### config.mk
export PLATFORM = sky130hd
export DESIGN_NAME = comparator_4b
export DESIGN_NICKNAME = d
export VERILOG_FILES = /design/src/rtl/comparator_4b.sv
export SDC_FILE = /design/constraint.sdc
export NUM_CORES = 1
export LEC_CHECK = 0
export ABC_CLOCK_PERIOD_IN_PS = 2400
export BUFFER_PORTS_ARGS = -buffer_cell sky130_fd_sc_hd__buf_2
export CAP_MARGIN = 10
export CORE_AREA = 8 8 45 47
export CTS_BUF_LIST = sky130_fd_sc_hd__clkbuf_4 sky130_fd_sc_hd__clkbuf_8
export DETAILED_ROUTE_END_ITERATION = 10
export DIE_AREA = 0 0 53 55
export GPL_ROUTABILITY_DRIVEN = 0
export GPL_TIMING_DRIVEN = 0
export SKIP_LAST_GASP = 1
export SYNTH_ARGS = -nofsm -noshare
export SYNTH_HDL_FRONTEND = slang
export SYNTH_SLANG_ARGS = --single-unit
### constraint.sdc
create_clock -name clk -period 2.4 [get_ports clk]
set_input_delay 0.36 -clock clk [delete_from_list [all_inputs] [get_ports clk]]
set_output_delay 0.36 -clock clk [all_outputs]
set_load 0.02 [all_outputs]
### src/rtl/comparator_4b.sv
// Registered magnitude comparator.
// Compares operands A and B either as unsigned values or, when SIGNED_EN is
// set and sgn is high, as two's-complement values. The relation is registered
// one cycle after an accepted sample, together with a one-cycle out_valid
// pulse. The only state in the block is the four output registers.
module comparator_4b #(
  parameter int WIDTH     = 4,
  parameter bit SIGNED_EN = 1'b1
) (
  input  logic             clk,
  input  logic             rst_n,
  input  logic [WIDTH-1:0] A,
  input  logic [WIDTH-1:0] B,
  input  logic             in_valid,
  input  logic             sgn,
  output logic             ET,
  output logic             GT,
  output logic             LT,
  output logic             out_valid
);

  // Flipping the sign bit maps the two's-complement range onto an
  // order-preserving unsigned range: -2^(W-1) becomes 0 and 2^(W-1)-1
  // becomes all-ones. After that a single unsigned compare serves both
  // modes, and no subtraction (hence no overflow) is ever involved.
  localparam logic [WIDTH-1:0] SIGN_MASK = WIDTH'(1) << (WIDTH - 1);

  logic             signed_mode;
  logic [WIDTH-1:0] a_key;
  logic [WIDTH-1:0] b_key;
  logic [WIDTH-1:0] diff;
  logic [WIDTH-1:0] gt_hit;
  logic [WIDTH-1:0] lt_hit;
  logic             rel_et;
  logic             rel_gt;
  logic             rel_lt;

  logic et_reg;
  logic gt_reg;
  logic lt_reg;
  logic out_valid_reg;

  // sgn only has an effect when the signed capability is built in.
  assign signed_mode = SIGNED_EN & sgn;

  assign a_key = A ^ (signed_mode ? SIGN_MASK : '0);
  assign b_key = B ^ (signed_mode ? SIGN_MASK : '0);
  assign diff  = a_key ^ b_key;

  // The most significant differing bit decides the relation: bit gi wins
  // when every bit above it matches and the operands differ at gi.
  // Equality is the absence of any difference, which is the same in both
  // modes because the sign flip is applied to both operands.
  genvar gi;
  generate
    for (gi = 0; gi < WIDTH; gi++) begin : g_bit
      logic above_equal;
      assign above_equal = ((diff >> (gi + 1)) == '0);
      assign gt_hit[gi]  = above_equal &  a_key[gi] & ~b_key[gi];
      assign lt_hit[gi]  = above_equal & ~a_key[gi] &  b_key[gi];
    end
  endgenerate

  assign rel_et = (diff == '0);
  assign rel_gt = |gt_hit;
  assign rel_lt = |lt_hit;

  // Output registers: reset clears everything, an accepted sample loads a
  // new one-hot relation, otherwise the relation holds and out_valid drops.
  always_ff @(posedge clk) begin
    if (!rst_n) begin
      et_reg        <= 1'b0;
      gt_reg        <= 1'b0;
      lt_reg        <= 1'b0;
      out_valid_reg <= 1'b0;
    end else begin
      out_valid_reg <= in_valid;
      if (in_valid) begin
        et_reg <= rel_et;
        gt_reg <= rel_gt;
        lt_reg <= rel_lt;
      end
    end
  end

  assign ET        = et_reg;
  assign GT        = gt_reg;
  assign LT        = lt_reg;
  assign out_valid = out_valid_reg;

endmodule

Word level (Yosys, flattened, before mapping) --
Index checks and enable logic that the tools add are counted.
Storage, ports and cells: register bits 4, bits of input ports 12, output and inout bits 4, word-level logic and storage cells 36
Operators by class: mux-type cells 1, bitwise logic cells 25, reductions and logical operators 6
Operator list (number):
- $logic_not A4 Y1 | 4
- $and A1 B1 Y1 | 14
- $xor A4 B4 Y4 | 3
- $not A1 Y1 | 8
- $reduce_or A4 Y1 | 2
- $mux W4 | 1

Depth between registers and ports, before layout --
Gate-level depths: netlist of the first run.
depth in word-level cells 7, gate-level depth with buffers 6, depth with buffers taken out 6

Least setup slack after synthesis of the first run --
No wires, ideal clock.
path kind input -> register, start point input port sgn, end point register lt_reg (netlist: LT), setup time 0.116 ns, arrival time 1.239 ns, required time 2.284 ns, setup slack 1.046 ns, stages 5, buffers on the path 0, path through xor2_1 > inv_1 > ha_1 > nor3b_1 > a31o_1
Between the ends: longest elaborated chain between the ends 7, elaborated cells between the ends (all ways) 16, those cells by class mux (1); bitwise (11); reduce/logical (4)
RTL lines:
- start, declared | RTL line 15 | input logic sgn,
- $mux W4 (*) | RTL line 46, 47
- $xor A4 B4 Y4 (on tied branches) | RTL line 46, 47
- $xor A4 B4 Y4 | RTL line 48 | assign diff = a_key ^ b_key;
- $logic_not A4 Y1 | RTL line 58 | assign above_equal = ((diff >> (gi + 1)) == '0);
- $and A1 B1 Y1 (2 in a row) | RTL line 60 | assign lt_hit[gi] = above_equal & ~a_key[gi] & b_key[gi];
- $reduce_or A4 Y1 (*) | RTL line 66 | assign rel_lt = |lt_hit;
- end signal, assigned | RTL line 81 | lt_reg <= rel_lt;
- end, declared | RTL line 40 | logic lt_reg;
Mark *: on every way between the ends. The rest lies on a longest branch, timed or not. A chain may end at the register's enable or synchronous reset.

Worst setup path after layout of the first run --
Same ends and word-level chain as after synthesis.

==> out/summary.txt, run 1 <==
status: finished, final reports clean
Chip Height: 55 µm
synthesized area per cell: 8.758 µm²
crit end category: flip-flop
Crit path largest cell delay: 0.33 ns
distinct cell type count after synthesis: 18
Synth area leaders: dfxtp_1 (27%), ha_1 (8.4%), nand3b_1 (7.6%)
Initial Utilization: 0.2152
fillers: 154
layout cells sized above 1: 0.3846
FF+latch area: 80.08 µm²
largest net degree at the start of global routing: 7
worst path bufs/invs: 2
Hold WC Path Type: in2reg
Crit path max-delay family: adder cells
PnR worst setup slack: 1.086 ns
Root Driver: clkbuf_4
vias in the first global route: 312
Max Clock Freq: 761.2 MHz
DR vias: 292
CTS resizes: 0
CTS Buf Count: 3
Placed Cells: 65
Syn-to-layout area delta: 39.50%
Layout Skew: 0 ns
Yosys top cell by area: dfxtp_1
number of I/O port buffers: 15
Post-CTS Setup Inserts: 0
Routed WL: 695 µm
die width: 53 µm
Max Cap Viol: 0
Skew-Pair Late Insertion Delay: 0.23 ns
Synth Instances: 34
crit path time final: 1.314 ns
largest fanout on the critical path: 5
crit-path cells: buf_2, xor2_1, inv_1, ha_1, nand3b_1, a31oi_1, a31o_1
#FFs+latches synth: 4
nets: 68
Final Hold Fails: 0
row count: 14
Mapped Nets: 48
Hold WS: 0.4033 ns
Final Power: 215.8 µW
initial drt markers: 2
CP arrival: 1.43 ns
CTS hold repair buffers: 0
Total GRT Usage: 0.05898
Setup CP Type: in2reg
Syn Std Cell Area: 297.8 µm²
clock sinks: 4
Fin Setup TNS: 0 ns
antenna viol nets, final: 0
H-tree levels: 1
Tcrit/Tclk final: 0.5474
total die area: 2915 µm²
Final Setup Violations: 0
GRT overflow: 0
dpl ws: 0.8400 ns
Crit-path slowest cell: ha_1
post-synthesis sequential area ratio: 0.2689
first-pass GRT wire length: 1207 µm
WL/cell: 10.22 µm
Non-Filler Instances: 68
core area: 1384 µm²
clock tree buffer depth: 2
Critical Path RT: 2.52 ns
dpl hpwl: 623 µm
Slew Viols, Final: 0
TritonCTS clock tree: built
Vias/cell: 4.294
multi-input logic area: 198.9 µm²
post-synth top area share: 0.2689
maximum VDD drop: 266.7 µV
Worst slew margin: 0.8421
actual slew at the worst max-slew pin: 0.2366 ns
n_diodes: 0
Synthesis Warnings: 0
Lkg Pwr: 0.1966 nW
PwrDens: 519.4 nW/µm²
crit path launch type: input port
Ports: 16
drc violations: 0
RSZ-0062 raised after global routing: no
initial antenna violation count: 0
drt first pass iters: 2
clock transition at the registers of the reported paths: 0.03 ns
## worst reg2reg max path: cells and delay by family (launching register included)
| family | cells | cell delay (ns) |
|---|---|---|
| compound gates | 2 | 0.42 |
| flops | 1 | 0.30 |
| simple gates | 1 | 0.08 |
## metal layers
metal / wire, µm / track usage / up-vias / part of all wire
met5: 0 / 0 / - / 0
met4: 0 / 0.02586 / 0 / 0
met3: 117 / 0.06150 / 0 / 0.17
met2: 304 / 0.09375 / 15 / 0.44
met1: 272 / 0.04704 / 122 / 0.39
li1: - / - / 155 / -
## layout make-up
cell class              count  share of cell area
well taps                  16             0.04819
flip-flops and latches      4              0.1928
repair buffers             15              0.1807
multi-input cells          25              0.4789
clock buffers               3             0.05422
inverters                   5             0.04518
## worst paths after layout
| path | startpoint | endpoint | slack, ns | depth (start not counted) |
|---|---|---|---|---|
| worst max-delay path | sgn | LT | 1.09 | 7 |
| worst min-delay path | rst_n | ET | 0.40 | 3 |
| worst max register to register | LT | LT | 1.50 | 3 |
| worst min register to register | ET | ET | 0.50 | 2 |
## kinds of logic after synthesis
group / count (synthesis) / share of synthesized area
AO/OA/AOI/OAI: 8 / 0.2017
XOR/XNOR: 4 / 0.1429
adder cells (fa/ha/maj): 2 / 0.08402
buffers and inverters: 5 / 0.06303
flip-flops: 4 / 0.2689
AND/OR/NAND/NOR: 11 / 0.2395
## metrics by stage
stage          cell area, µm²    util
2_1_floorplan           297.8       -
3_3_place_gp            392.9  0.2839
3_5_place_dp            392.9  0.2839
4_1_cts                 415.4  0.3002
5_1_grt                 415.4  0.3002
6_report                415.4  0.3002
## cell usage in the layout (no fill, tap or decap)
master,Yosys,layout
a41oi_2,1,1
dfxtp_1,4,4
nor3b_1,1,1
o2111ai_1,1,1
o21ai_0,4,4
nand3b_1,3,3
xnor2_2,1,1
a31oi_1,1,1
nand2_1,1,1
and2_1,1,1
a31o_1,1,1
buf_2,0,15
nand4_1,1,1
clkbuf_4,0,3
inv_1,5,5
xnor2_1,1,1
nand2b_1,2,2
xor2_1,2,2
nor2b_1,2,2
ha_1,2,2
## cell usage after synthesis (all sizes together)
cell     n
nor3b    1
nand3b   3
nor2b    2
nand2b   2
inv      5
dfxtp    4
nand2    1
a31o     1
and2     1
o2111ai  1
o21ai    4
a41oi    1
a31oi    1
xor2     2
nand4    1
ha       2
xnor2    2
## where the power goes
part	internal (mW)	switching [mW]	total [mW]
clock network	0.0558	0.0254	0.0812
logic	0.0281	0.0331	0.0612
registers	0.0717	0.00168	0.0733
total	0.156	0.0602	0.216
(Power assumes the default switching activity.)
==> run 2: changes to the inputs <==
Settings changed: ABC_CLOCK_PERIOD_IN_PS 2400 to 1200.
Clock period 2.4 ns to 1.2 ns, I/O delays scaled along.
==> run 2 against run 1 <==
Critical path depth down 1. Non-clock buffer count did not move. Hold slack got worse by 0.18 ns. Die area is the same. Highest routed layer unchanged. Largest cell class unchanged. Clock power rose by 110%. First-iteration DRC count unchanged.
==> out/summary.txt, run 2 (synthesis results as in run 1) <==
status: finished, final reports clean
row count: 14
reg2reg start: LT
FF+latch area: 80.08 µm²
Routed WL: 731 µm
actual slew at the worst max-slew pin: 0.3084 ns
Min-Delay Startpoint: in_valid
drt first pass iters: 2
cell count of the worst hold path: 2
layout cells sized above 1: 0.4038
Worst R2R Path Depth: 3
Sw Share: 0.2899
Crit path max-delay family: XOR/XNOR gates
Hold WC Path Type: in2reg
Root Driver: clkbuf_4
Int Pwr: 319.2 µW
CTS Buf Count: 3
crit end category: flip-flop
initial drt markers: 2
PwrDens: 1050 nW/µm²
clock share of power: 0.375
Fin Setup TNS: 0 ns
Syn-to-layout area delta: 43.70%
GRT overflow: 0
crit path time final: 1.081 ns
Final Power: 449.5 µW
placed cell area: 392.9 µm²
worst path bufs/invs: 1
fillers: 157
Ports: 16
n_diodes: 0
initial antenna violation count: 0
Final Hold Fails: 0
DR vias: 294
Placed Cells: 65
CTS hold repair buffers: 0
total die area: 2915 µm²
Combinational Power Share: 0.298
clock sinks: 4
hold endpoint: GT
largest fanout on the critical path: 5
Slew Viols, Final: 0
clock transition at the registers of the reported paths: 0.04 ns
antenna viol nets, final: 0
Non-Filler Instances: 68
commonest non-fill, non-tap cell in the layout: buf_2
RSZ-0062 raised after global routing: no
R2R Setup Slk: 0.29 ns
Setup CP Type: in2reg
Lkg Pwr: 0.1966 nW
Sw Pwr: 130.3 µW
vias in the first global route: 312
dpl hpwl: 623 µm
most frequent cells in the layout: buf_2 (15), inv_1 (5), dfxtp_1 (4), o21ai_0 (4)
Crit path largest cell delay: 0.29 ns
WL/cell: 10.75 µm
register share of total power: 0.327
Tcrit/Tclk final: 0.9010
Crit-path slowest cell: xor2_1
core area: 1384 µm²
nets: 68
r2r endpoint: LT
Chip Height: 55 µm
Final Setup Violations: 0
Layout Skew: 0 ns
Worst slew margin: 0.7937
Skew-Pair Late Insertion Delay: 0.23 ns
Max Clock Freq: 924.9 MHz
Max Cap Viol: 0
crit path launch type: input port
Initial Utilization: 0.2152
H-tree levels: 1
drc violations: 0
Critical Path Stages: 6
TritonCTS clock tree: built
final core utilization: 0.3092
die width: 53 µm
crit-path cells: buf_2, xor2_1, ha_4, nand3b_1, a31oi_1, a31o_1
number of I/O port buffers: 15
CP arrival: 1.21 ns
Vias/cell: 4.324
multi-input logic area: 211.5 µm²
Design Area, Final: 427.9 µm²
clock tree buffer depth: 2
Total GRT Usage: 0.05898
maximum VDD drop: 558.6 µV
largest net degree at the start of global routing: 7
Critical Path RT: 1.33 ns
Post-CTS Setup Inserts: 0
first-pass GRT wire length: 1207 µm
[run 2: power by group through the flow]
stage	clock, mW	combinational, mW	sequential, mW
global placement	0	0.122	0.149
CTS	0.171	0.126	0.147
global route	0.187	0.151	0.148
floorplan	0	0.0643	0.161
finish	0.169	0.134	0.147
detailed placement	0	0.125	0.149
[run 2: final cells by class]
cell class,count,area share
multi-input combinational,25,0.4942
sequential,4,0.1871
inverter,5,0.04386
clock buffer,3,0.05263
timing repair buffer,15,0.1754
tap,16,0.04678
[run 2: through the flow]
| step | setup slack [ns] | hold slack [ns] |
|---|---|---|
| 5_1_grt | 0.04061 | 0.2235 |
| 3_5_place_dp | -0.1800 | 0.4660 |
| 6_report | 0.1188 | 0.2194 |
| 2_1_floorplan | 0.02579 | 0.2949 |
| 4_1_cts | 0.06321 | 0.2183 |
| 3_3_place_gp | -0.1525 | 0.4536 |
[run 2: worst max-delay path by stage]
stage / end / slack, ns / start
3_5_place_dp: LT / -0.18 / sgn
5_1_grt: LT / 0.04 / sgn
3_3_place_gp: LT / -0.15 / sgn
4_1_cts: LT / 0.06 / sgn
6_report: LT / 0.12 / sgn
2_1_floorplan: LT / 0.03 / sgn
[run 2: layer usage]
| metal | global-route usage | share of wire |
|---|---|---|
| met1 | 0.04704 | 0.37 |
| met2 | 0.09375 | 0.47 |
| met3 | 0.06150 | 0.16 |
| met4 | 0.02586 | 0 |
| met5 | 0 | 0 |
[run 2: repair_timing]
action / CTS / global route
setup endpoints to repair: 0 / 1
endpoints found under the hold margin: 0 / 0
gates resized for setup: 0 / 1
